File: src/rtl/id_ex_stage.sv
// ID/EX pipeline register with operand forwarding mux, load-use bubble insertion and flush/hold.
// Optional bubble counter enabled by defining ID_EX_STALL_CNT_EN.
module id_ex_stage #(
    parameter int DATA_WIDTH     = 32,
    parameter int REG_ADDR_WIDTH = 5,
    parameter int ALUOP_WIDTH    = 4
) (
    input  logic                      clk,
    input  logic                      reset,
    input  logic                      hold,
    input  logic                      flush,
    input  logic                      id_valid,
    input  logic [REG_ADDR_WIDTH-1:0] id_rs,
    input  logic [REG_ADDR_WIDTH-1:0] id_rt,
    input  logic [DATA_WIDTH-1:0]     id_rs_data,
    input  logic [DATA_WIDTH-1:0]     id_rt_data,
    input  logic [DATA_WIDTH-1:0]     id_imm,
    input  logic [REG_ADDR_WIDTH-1:0] id_write_register,
    input  logic                      id_regwrite,
    input  logic                      id_memread,
    input  logic                      id_memwrite,
    input  logic                      id_memtoreg,
    input  logic                      id_alusrc,
    input  logic [ALUOP_WIDTH-1:0]    id_aluop,
    input  logic [1:0]                forward_a,
    input  logic [1:0]                forward_b,
    input  logic [DATA_WIDTH-1:0]     ex_alu_result,
    input  logic [DATA_WIDTH-1:0]     mem_result,
    output logic                      stall,
    output logic                      ex_valid,
    output logic [DATA_WIDTH-1:0]     ex_rs_data,
    output logic [DATA_WIDTH-1:0]     ex_rt_data,
    output logic [DATA_WIDTH-1:0]     ex_imm,
    output logic [REG_ADDR_WIDTH-1:0] ex_write_register,
    output logic                      ex_regwrite,
    output logic                      ex_memread,
    output logic                      ex_memwrite,
    output logic                      ex_memtoreg,
    output logic                      ex_alusrc,
    output logic [ALUOP_WIDTH-1:0]    ex_aluop,
    output logic [31:0]               stall_count
);

    logic [DATA_WIDTH-1:0] rs_fwd;
    logic [DATA_WIDTH-1:0] rt_fwd;
    logic                  load_use;
    logic                  bubble;

    always_comb begin
        rs_fwd = id_rs_data;
        case (forward_a)
            2'b10:   rs_fwd = ex_alu_result;
            2'b01:   rs_fwd = mem_result;
            default: rs_fwd = id_rs_data;
        endcase
    end

    always_comb begin
        rt_fwd = id_rt_data;
        case (forward_b)
            2'b10:   rt_fwd = ex_alu_result;
            2'b01:   rt_fwd = mem_result;
            default: rt_fwd = id_rt_data;
        endcase
    end

    // $0 is hard-wired, so a load targeting it can never create a real dependency
    assign load_use = ex_valid & ex_memread & (ex_write_register != '0)
                    & ((ex_write_register == id_rs) | (ex_write_register == id_rt))
                    & id_valid;
    assign stall    = (load_use | hold) & ~reset;
    assign bubble   = flush | load_use | ~id_valid;

    always_ff @(posedge clk) begin
        if (reset || (!hold && bubble)) begin
            ex_valid          <= 1'b0;
            ex_rs_data        <= '0;
            ex_rt_data        <= '0;
            ex_imm            <= '0;
            ex_write_register <= '0;
            ex_regwrite       <= 1'b0;
            ex_memread        <= 1'b0;
            ex_memwrite       <= 1'b0;
            ex_memtoreg       <= 1'b0;
            ex_alusrc         <= 1'b0;
            ex_aluop          <= '0;
        end else if (!hold) begin
            ex_valid          <= 1'b1;
            ex_rs_data        <= rs_fwd;
            ex_rt_data        <= rt_fwd;
            ex_imm            <= id_imm;
            ex_write_register <= id_write_register;
            ex_regwrite       <= id_regwrite;
            ex_memread        <= id_memread;
            ex_memwrite       <= id_memwrite;
            ex_memtoreg       <= id_memtoreg;
            ex_alusrc         <= id_alusrc;
            ex_aluop          <= id_aluop;
        end
    end

`ifdef ID_EX_STALL_CNT_EN
    // Only hazard/flush bubbles count; an idle ID slot is not a stall
    always_ff @(posedge clk) begin
        if (reset)
            stall_count <= '0;
        else if (!hold && (flush || load_use))
            stall_count <= stall_count + 32'd1;
    end
`else
    assign stall_count = '0;
`endif

endmodule

File: config.mk
export PLATFORM = sky130hd
export DESIGN_NAME = id_ex_stage
export DESIGN_NICKNAME = d
export VERILOG_FILES = /design/src/rtl/id_ex_stage.sv
export SDC_FILE = /design/constraint.sdc
export NUM_CORES = 1
export LEC_CHECK = 0
export BUFFER_PORTS_ARGS = -buffer_cell sky130_fd_sc_hd__buf_2
export CAP_MARGIN = 10
export CORE_MARGIN = 2
export CORE_UTILIZATION = 38
export CTS_CLUSTER_SIZE = 24
export DETAILED_ROUTE_END_ITERATION = 10
export MAX_ROUTING_LAYER = met4
export PLACE_DENSITY = 0.79
export SLEW_MARGIN = 20
export SYNTH_ARGS = -nofsm -noshare
export SYNTH_HDL_FRONTEND = slang
export SYNTH_SLANG_ARGS = --single-unit
File: constraint.sdc
create_clock -name clk -period 2.7 [get_ports clk]
set_clock_uncertainty 0.2 [all_clocks]
set_input_delay 0 -clock clk [delete_from_list [all_inputs] [get_ports clk]]
set_output_delay 0 -clock clk [all_outputs]
set_load 0.01 [all_outputs]
# Yosys cells after proc, flatten, opt, wreduce, memory -nomap -nowiden

Index checks and enable logic that the tools add are counted.

Flip-flop bits (word level): 111
Bits in latches: 0
Memory bits (writable): 0
ROM bits: 0
Memories kept: 0

Add/subtract/negate cells: 0
Multiply operators: 0
Divide/modulo/power cells: 0
$lt $le $gt $ge: 0
Eq/ne operators: 6
Shifts and indexed selects: 0
Multiplexer cells: 2
Bitwise gates (word level): 11
Reduce and logical (&&, ||, !) cells: 4

Operators by type and width:

| kind               | count |
|---|---|
| $pmux 32 s2        | 2 |
| $eq 5x5->1         | 2 |
| $and 1x1->1        | 5 |
| $reduce_bool 5->1  | 1 |
| $eq 2x1->1 const B | 2 |
| $eq 2x2->1 const B | 2 |
| $or 1x1->1         | 4 |
| $not 1->1          | 2 |
| $logic_and 1x1->1  | 1 |
| $logic_not 1->1    | 1 |
| $logic_or 1x1->1   | 1 |

# Logic depth before layout (Yosys ltp)

Gate-level depths: netlist of the first run.

Word-level depth: 8
Gate-level depth with buffers: 8
Depth with buffers taken out: 6

# Least setup slack after synthesis of the first run

OpenSTA, ideal clock, no wires.

Kind: register -> register
Start point: register ex_write_register[0]
End point: register ex_imm[26]
Arrival: 1.590 ns
Data required time: 2.426 ns
Path slack: 0.836 ns
Cell stages (with the launch flop): 7
Buffers on the path: 2
Clock period less this slack: 1.864 ns
Cells stage by stage: dfxtp_1 -> or4_1 -> o2111ai_2 -> buf_6 -> buf_6 -> a32oi_1 -> o21ai_0

Longest elaborated chain between the ends: 8

Ends and longest elaborated chain:

| element                                                | line   | source |
|---|---|---|
| from (decl)                                            | 34     | `output logic [REG_ADDR_WIDTH-1:0] ex_write_register,` |
| from (signal assigned)                                 | 92     | `ex_write_register <= id_write_register;` |
| $eq 5x5->1 / $reduce_bool 5->1 (equally long branches) | 69, 68 |  |
| $or 1x1->1 / $and 1x1->1 (equally long branches)       | 69, 68 |  |
| $and 1x1->1 *                                          | 69     | `& ((ex_write_register == id_rs) \| (ex_write_register == id_rt))` |
| $and 1x1->1 *                                          | 70     | `& id_valid;` |
| $or 1x1->1 * (2 in a row)                              | 72     | `assign bubble = flush \| load_use \| ~id_valid;` |
| $logic_and 1x1->1 *                                    | 75     | `if (reset \|\| (!hold && bubble)) begin` |
| $logic_or 1x1->1 *                                     | 75     |  |
| to (signal assigned)                                   | 91     | `ex_imm <= id_imm;` |
| to (decl)                                              | 33     | `output logic [DATA_WIDTH-1:0] ex_imm,` |

Every way passes the cells marked *; elsewhere a longest branch is shown, timed or not.
A chain may end at the register's enable or synchronous reset.

# Worst setup path after layout of the first run

Start point: input port forward_a[0]
End point: register ex_rs_data[1]

Longest elaborated chain between the ends: 2

Ends and longest elaborated chain:

| element                                         | line | source |
|---|---|---|
| from (decl)                                     | 25   | `input logic [1:0] forward_a,` |
| $eq 2x1->1 / $eq 2x2->1 (equally long branches) | 51   | `case (forward_a)` |
| $pmux 32 s2 *                                   | 51   |  |
| to (signal assigned)                            | 89   | `ex_rs_data <= rs_fwd;` |
| to (decl)                                       | 31   | `output logic [DATA_WIDTH-1:0] ex_rs_data,` |

Marks and branches as above.

==> results of run 1 <==
-- worst max-delay path, stage by stage --
cell	delay, ns
buf_2	0.10
inv_1	0.07
ha_4	0.42
buf_4	0.33
a221oi_1	0.09
o31ai_1	0.24
dlygate4sd3_1	0.59
nand2_1	0.07
dlygate4sd3_1	0.61
a21oi_1	0.12
-- layer usage --
layer	vias up	wire [microns]	part of all wire [%]	GRT usage (%)
met5	-	0	0	-
met2	600	12200	48	46.9
met3	84	2380	9.5	5.44
met1	3733	9740	39	33.6
met4	0	801	3.2	12.1
li1	3678	-	-	-
-- synthesized netlist by cell type (3+ instances only) --
cell type / count / area, sq um
inv_1: 7 / 26.3
nor2b_1: 62 / 388
nand2_1: 177 / 664
nor2_1: 5 / 18.8
buf_6: 9 / 101
buf_4: 32 / 240
nand3_1: 3 / 15.0
buf_1: 5 / 18.8
ha_1: 4 / 50.1
o21ai_0: 45 / 225
a21oi_1: 65 / 325
buf_2: 12 / 60.1
xnor2_1: 10 / 87.6
o31ai_1: 62 / 465
a221oi_1: 62 / 543
dfxtp_1: 111 / 2220
a32oi_1: 46 / 403
clkbuf_1: 58 / 218
-- per-stage QoR --
stage	total power [mW]	hold slack, ns	utilization, %	instance area [sq um]	setup slack (ns)
after floorplan	2.36	-0.0674	-	6300	0.836
after global placement	2.73	0.0445	48.6	7730	0.513
after detailed placement	2.74	0.0586	48.6	7730	0.475
after CTS	4.49	0.000127	62.2	9880	0.115
after global routing	4.71	0.0521	62.2	9890	0.00862
final	4.52	0.00989	62.2	9890	0.137
-- flip-flops by register name, summed over array words and instances (netlist names) --
signal and count:
ex_memwrite 1, ex_alusrc 1, ex_memtoreg 1, ex_rt_data 32, ex_imm 32, ex_memread 1, ex_valid 1, ex_write_register 5
ex_regwrite 1, ex_aluop 4, ex_rs_data 32
-- cell usage in the layout (no fill, tap or decap), types with 3 or more instances in the layout --
cell type,synthesis,layout
nor2_1,5,3
o21ai_0,45,45
inv_1,7,7
a221oi_1,62,62
xnor2_1,10,10
a21oi_1,65,65
nor2b_1,62,62
a32oi_1,46,46
conb_1,1,32
nand2_1,177,177
buf_12,0,7
buf_4,32,10
dfxtp_1,111,111
o31ai_1,62,62
dlygate4sd3_1,0,182
nand3_1,3,3
clkbuf_16,0,9
nor2_4,0,3
buf_2,12,303
-- what timing repair did --
item                                    4_1_cts  5_1_grt
endpoints found under the hold margin       111        0
hold buffers                                182        0
resized for setup                             0        2
endpoints found under the setup margin        0       10
-- cells by family after synthesis --
kind of cell | after synthesis | share of synthesized area (%)
other | 1 | 0.0606
DFF | 111 | 35.9
buffers and inverters | 123 | 10.7
adders and majority gates | 4 | 0.809
xor gates and xnor gates | 10 | 1.42
and+or+nand+nor | 250 | 17.9
AOI/OAI and AO/OA | 290 | 33.2
-- path summary, 6_finish.rpt --
| check | to | slack (ns) | depth (start not counted) | from |
|---|---|---|---|---|
| setup / recovery | ex_rs_data[1]$_SDFFE_PP0N_ | 0.14 | 10 | forward_a[0] |
| hold / removal | ex_rs_data[14]$_SDFFE_PP0N_ | 0.01 | 5 | ex_alu_result[14] |
| setup reg to reg | ex_valid$_SDFFE_PP0N_ | 0.33 | 5 | ex_write_register[0]$_SDFFE_PP0N_ |
| hold reg to reg | ex_imm[4]$_SDFFE_PP0N_ | 0.26 | 2 | ex_imm[4]$_SDFFE_PP0N_ |
-- layout make-up --
class	count	area, sq um	area share, %
Sequential cell	111	2220	22.5
Inverter	7	26.3	0.266
Tap cell	216	270	2.73
Clock inverter	7	103	1.04
Timing Repair Buffer	502	3550	35.9
Clock buffer	9	225	2.28
Multi-Input combinational cell	586	3490	35.3
-- power by group through the flow --
| stage | Sequential [mW] | Combinational (mW) | Clock, mW |
|---|---|---|---|
| final | 1.79 | 1.24 | 1.49 |
| after global routing | 1.80 | 1.34 | 1.58 |
| after CTS | 1.78 | 1.19 | 1.51 |
| after detailed placement | 1.82 | 0.925 | 0 |
| after global placement | 1.82 | 0.912 | 0 |
| after floorplan | 1.86 | 0.507 | 0 |
==> results, run 1 <==
- The run finished with clean final reports.
- At the end of the flow, the number of nets in the layout was 1414.
- The clock root buffer is clkbuf_16.
- The number of unique standard cell types used by synthesis is 30.
- The number of H-tree levels is 3.
- The number of routed nets with antenna violations is 0.
- The die span in y is 132 microns.
- The number of instances in the synthesized netlist is 789.
- The die area is 17300 sq um.
- The count of clock tree sinks is 111.
- The residual DRC count is 0.
- The CTS buffer count is 9.
- Net switching is 29.6% of the power.
- The routed length per placed instance is between 15 and 20 microns.
- Setup violations remaining at the end of the flow were counted as 0.
- The finished layout holds 1438 standard cells, fillers aside.
- For the pin with the worst max-slew slack, the measured transition is about 0.88 ns.
- The standby leakage power is about 4.3 nW.
- The total iterations of the first detailed-routing run is 7.
- Of the total power, registers draw 39.6%.
- During placement, the flow inserted port buffers numbering 304.
- The most used flip-flop cell after synthesis is dfxtp_1.
- The classification of the worst-slack hold path is in -> reg.
- After global routing the overflow that remains totals 0.
- The time the final worst path needs with I/O delays and setup is 2.56 ns.
- Clock-pin slew was measured on the worst setup and hold paths at 0.08 ns.
- Entering global routing, the biggest net connects 93 pins.
- The horizontal die dimension is 132 microns.
- At the worst endpoint, the required time is 2.79 ns.
- The final count of hold timing violations is 0.
- The final count of pins violating max slew is 0.
- Including well taps, the total number of placed cells is 1240.
- The synthesized design contains ~110 register bits.
- The power density over the cells is 457 nW/um^2.
- The via count of the first global-routing pass is 7827.
- The type of the setup path with the least slack is in -> reg.
- The synthesized design contains 0 enable-type register cells.
- The post-route netlist has 28.4% of its cells at a drive strength greater than 1.
- For this design the total switching power over the nets is around 1.3 mW.
- At the end of routability-driven placement, the weighted congestion stood at ~0.84.
- The share of the cycle needed by the critical path after routing is a little over nine tenths.
- The floorplan step defined a core boundary enclosing around 16000 sq um.
- The clock latency on the worst-skew pair is 0.35 ns.
- Post-CTS timing repair inserted 0 buffers for setup.
- Summed over all layers, the routed wires come to 25.1 mm.
- The maximum count of clock buffers along a single path is 2.
- Setup repair after global routing left no endpoint under its margin.
- The number of antenna diodes in the final layout is 0.
- The relative contribution of the clock network to total power is about 33%.
- In the global route stage, overall resource usage came out at 28.3%.
- The sequential cell area fraction in the yosys report is between 30% and 40%.
- Headroom to the max-slew limit came out at 41.4%.
- The critical path data arrival time is 2.65 ns.
- The final-layout setup total negative slack is 0 ns.
- The largest fanout on the critical path is 27.
- The number of vias in the routed layout is ~8k.
- Combinational logic is responsible for 27.5% of the overall power.
- The global-route wire length before repair is 39.6 mm.
- The peak supply drop is 333 uV.
- The initial antenna violation count came to 0.
- The highest attainable clock frequency is 390 MHz.
- The count of fill cells added during filler insertion is 1253.
- The post-detailed-route via-to-cell ratio is 5.63.
- The number of warnings reported in the yosys synthesis log is 0.
- 337 I/O pins were placed.
- The row count is 46.
- The worst setup path is launched from a primary input.
- The iteration-0 DRC count of the detailed router is between 700 and 800.
- The clock tree from TritonCTS is yes.
- The growth of design area from synthesis to finish is 59.8%.
- The number of maximum-capacitance constraint violations is 0.
- After legalization and detailed placement, the total HPWL measured ~14 mm.
- The capturing element type of the critical path is a flop.
- The post-synthesis instance area is 6190 sq um.
- The post-synthesis area per instance is 7.84 sq um.
- The post-synthesis async set-or-reset flop share is 0%.
- The internal power of the cells totals 3.18 mW.
- The initial utilization of the core area, before any placement, comes to 39.0%.
No activity file was read; power rests on OpenSTA's default activity.
==> run 2: changes to the inputs <==
- CORE_AREA: not set -> 2 2 130 132
- CORE_MARGIN: 2 -> not set
- CORE_UTILIZATION: 38 -> not set
- DIE_AREA: not set -> 0 0 132 134
==> run 2 against run 1 <==
Effect of this change: hold slack lost 0.0072 ns; fmax decreased by 0.82%; routed wire length up 3.6%; register-to-register slack worse by 0.21 ns; global-route usage down 0.48 points; flip-flop and latch count stayed put; non-clock buffer count down 6; combinational power is essentially flat; sequential power is essentially flat; critical path depth fell by 4; worst setup slack worse by 0.021 ns; sequential share of layout area up 0.24 points; critical path type is now reg -> reg; critical endpoint is now ex_valid$_SDFFE_PP0N_; largest power group unchanged.
==> results, run 2 (synthesis results as in run 1) <==
- The signal on the critical path passes through or4_1 > o2111ai_4 > buf_12 > nor2_1 > a221oi_2 > dlygate4sd3_1.
- Summed over all cells, the static leakage comes to 4.34 nW.
- The clock tree from TritonCTS is yes.
- Global routing consumed, on the met3 layer, under 10% of the routing resources.
- The post-route total power is ~4.3 mW.
- The initial antenna violation count is 0.
- The largest single stage delay on the critical path is 0.59 ns.
- Data on the critical path is required at its endpoint by about 2.8 ns.
- The critical path data arrival time is 2.68 ns.
- The placer congestion estimate is between 0.8 and 0.9.
- The maximum count of clock buffers along a single path is 2.
- The critical path contains buffers and inverters numbering 2 combined.
- The worst pin sits at a relative slew slack of 50.9%.
- Port buffering added 304 buffers.
- Including well taps, the total number of placed cells is 1248.
- Max-cap violations in this run came to 0.
- The share of final-layout standard cells stronger than drive strength 1 is slightly below 30%.
- Power spread over the standard cell area amounts to approximately 440 nW/um^2.
- The global-route wire length before repair is 38.8 mm.
- In this run the most used layer during global routing was met2.
- For this run, design rule violations remaining after detail routing come to 0.
- Wires add up to between 20 and 30 mm.
- For this run, the total global-route usage over all layers was measured as 27.9%.
- The core outline area is ~16000 sq um.
- The count of pins on the block boundary is 337.
- The capturing element type of the critical path is a flop.
- The cell family contributing the most delay on the critical path is buffers and inverters.
- The number of routed nets with antenna violations is 0.
- The wire-length estimate of the detail-placed layout is 14.9 mm.
- The share of the cycle needed by the critical path after routing is 95.7%.
- Clock latency on the worst-skew pair, taken at its later pin, is between 0.3 and 0.4 ns.
- Cells fill 60.1% of the core in the end.
- The total congestion overflow is 0.
- The type of the setup path with the least slack is reg -> reg.
- The smallest hold slack is 0.00271 ns.
- The die span in y is 134 microns.
- The flow ran to the end, and the final reports show no timing, DRC or antenna violations.
- In the final routed layout, each cell accounts on average for roughly 18 microns.
- The met1 usage in global routing is 32.1%.
- The clock period could shrink to between 2 and 3 ns.
- The library cell used most frequently in the layout, excluding fill and tap cells, is buf_2.
- IR analysis of the VDD net gives a maximum drop of 295 uV.
- The horizontal die dimension is 132 microns.
- The largest net degree at the start of global routing is between 70 and 80.
- The total setup violations reported at the end of the flow is 0.
- The highest attainable clock frequency is ~390 MHz.
- The critical path crosses 6 cells after its start point.
- The worst hold path passes through 5 cells.
- The critical path launch point type is a flop.
- The final count of hold timing violations is 0.
- The growth of design area from synthesis to finish is 58.1%.
- The global-route track usage on met2 is 45.8%.
- The clock root buffer is clkbuf_16.
- The register clock-pin slew on the reported worst setup and hold paths is approximately 0.080 ns.
- In the layout the commonest cells are 303 x buf_2, 177 x nand2_1, 168 x dlygate4sd3_1, 111 x dfxtp_1, 65 x a21oi_1.
- The reg2reg setup slack is around 0.12 ns.
- The count of nets after finishing is 1408.
- 0 antenna diodes ended up in the layout.
- In the final layout, the registers with the most flip-flops are ex_imm: 32 flops, ex_rs_data: 32 flops, ex_rt_data: 32 flops.
- The CTS buffer count is 9.
- The H-tree was split into 3 levels.
- The die covers 17700 sq um.
- Dividing the detail-routed via count by the number of cells gives 5.61.
- The count of clock tree sinks is approximately 110.
- At the pin with the least slew margin, the transition time is 0.735 ns.
- The highest-delay cell along the critical path is or4_1.
- The initial cell density of the core is 38.0%.
- The min-delay analysis places its worst path in the category in -> reg.
- The final count of pins violating max slew came to 0.
- The largest fanout on the critical path is 12.
- The first routing iteration left 634 violations.
- The via count of the first global-routing pass came to 7736.
- Detailed routing inserted a total of 8049 vias.
- The total iterations of the first detailed-routing run is 9.
- The worst register-to-register path has a depth of 6.
- The row count is 47.
- The final non-filler cell total is 1435.
## run 2: cell count changes in the layout (fill, tap and decap cells not counted), sizes merged
cell / change
dlygate4sd3: -14
buf: +6
clkbuf: +3
bufinv: -2
clkinvlp: +1
inv: -1
## run 2: worst paths after layout
check                                         start                     endpoint
setup / recovery  ex_write_register[0]$_SDFFE_PP0N_        ex_valid$_SDFFE_PP0N_
hold / removal                    ex_alu_result[15]  ex_rs_data[15]$_SDFFE_PP0N_
setup reg to reg  ex_write_register[0]$_SDFFE_PP0N_        ex_valid$_SDFFE_PP0N_
hold reg to reg             ex_imm[27]$_SDFFE_PP0N_      ex_imm[27]$_SDFFE_PP0N_
## run 2: routing by layer
layer / up-vias / part of all wire [%]
li1: 3672 / -
met1: 3697 / 38
met2: 586 / 48
met3: 94 / 9.9
met4: 0 / 4.0
met5: - / 0
## run 2: tightest hold or removal path, delay by kind of cell
kind	cells	cell delay [ns]
buffers and inverters	1	0.10
AOI/OAI and AO/OA	3	0.36
and+or+nand+nor	1	0.05
## run 2: through the flow
step / instance area (sq um) / TNS [ns] / worst slack (ns)
floorplan: 6300 / 0 / 0.836
global placement: 7750 / 0 / 0.579
detailed placement: 7750 / 0 / 0.565
CTS: 9700 / 0 / 0.0836
global route: 9780 / -0.00240 / -0.00240
finish: 9780 / 0 / 0.116
## run 2: final cells by class
| type | count | area (sq um) |
|---|---|---|
| fill | 1317 | 6500 |
| timing repair buffer | 496 | 3500 |
| multi-input combinational | 586 | 3490 |
| sequential | 111 | 2220 |
| tap | 220 | 275 |
| clock buffer | 10 | 239 |
| clock inverter | 5 | 33.8 |
| inverter | 7 | 26.3 |
## run 2: what timing repair did
| action | 4_1_cts | 5_1_grt |
|---|---|---|
| gates resized for setup | 0 | 3 |
| endpoints found under the setup margin | 0 | 2 |
| buffers inserted | 0 | 2 |
| hold buffers | 168 | 0 |
| hold endpoints to repair | 111 | 0 |
## run 2: power by group
group          internal, mW  switching (mW)  total [mW]
combinational         0.616           0.618        1.23
sequential             1.73          0.0589        1.79
clock                 0.648           0.629        1.28
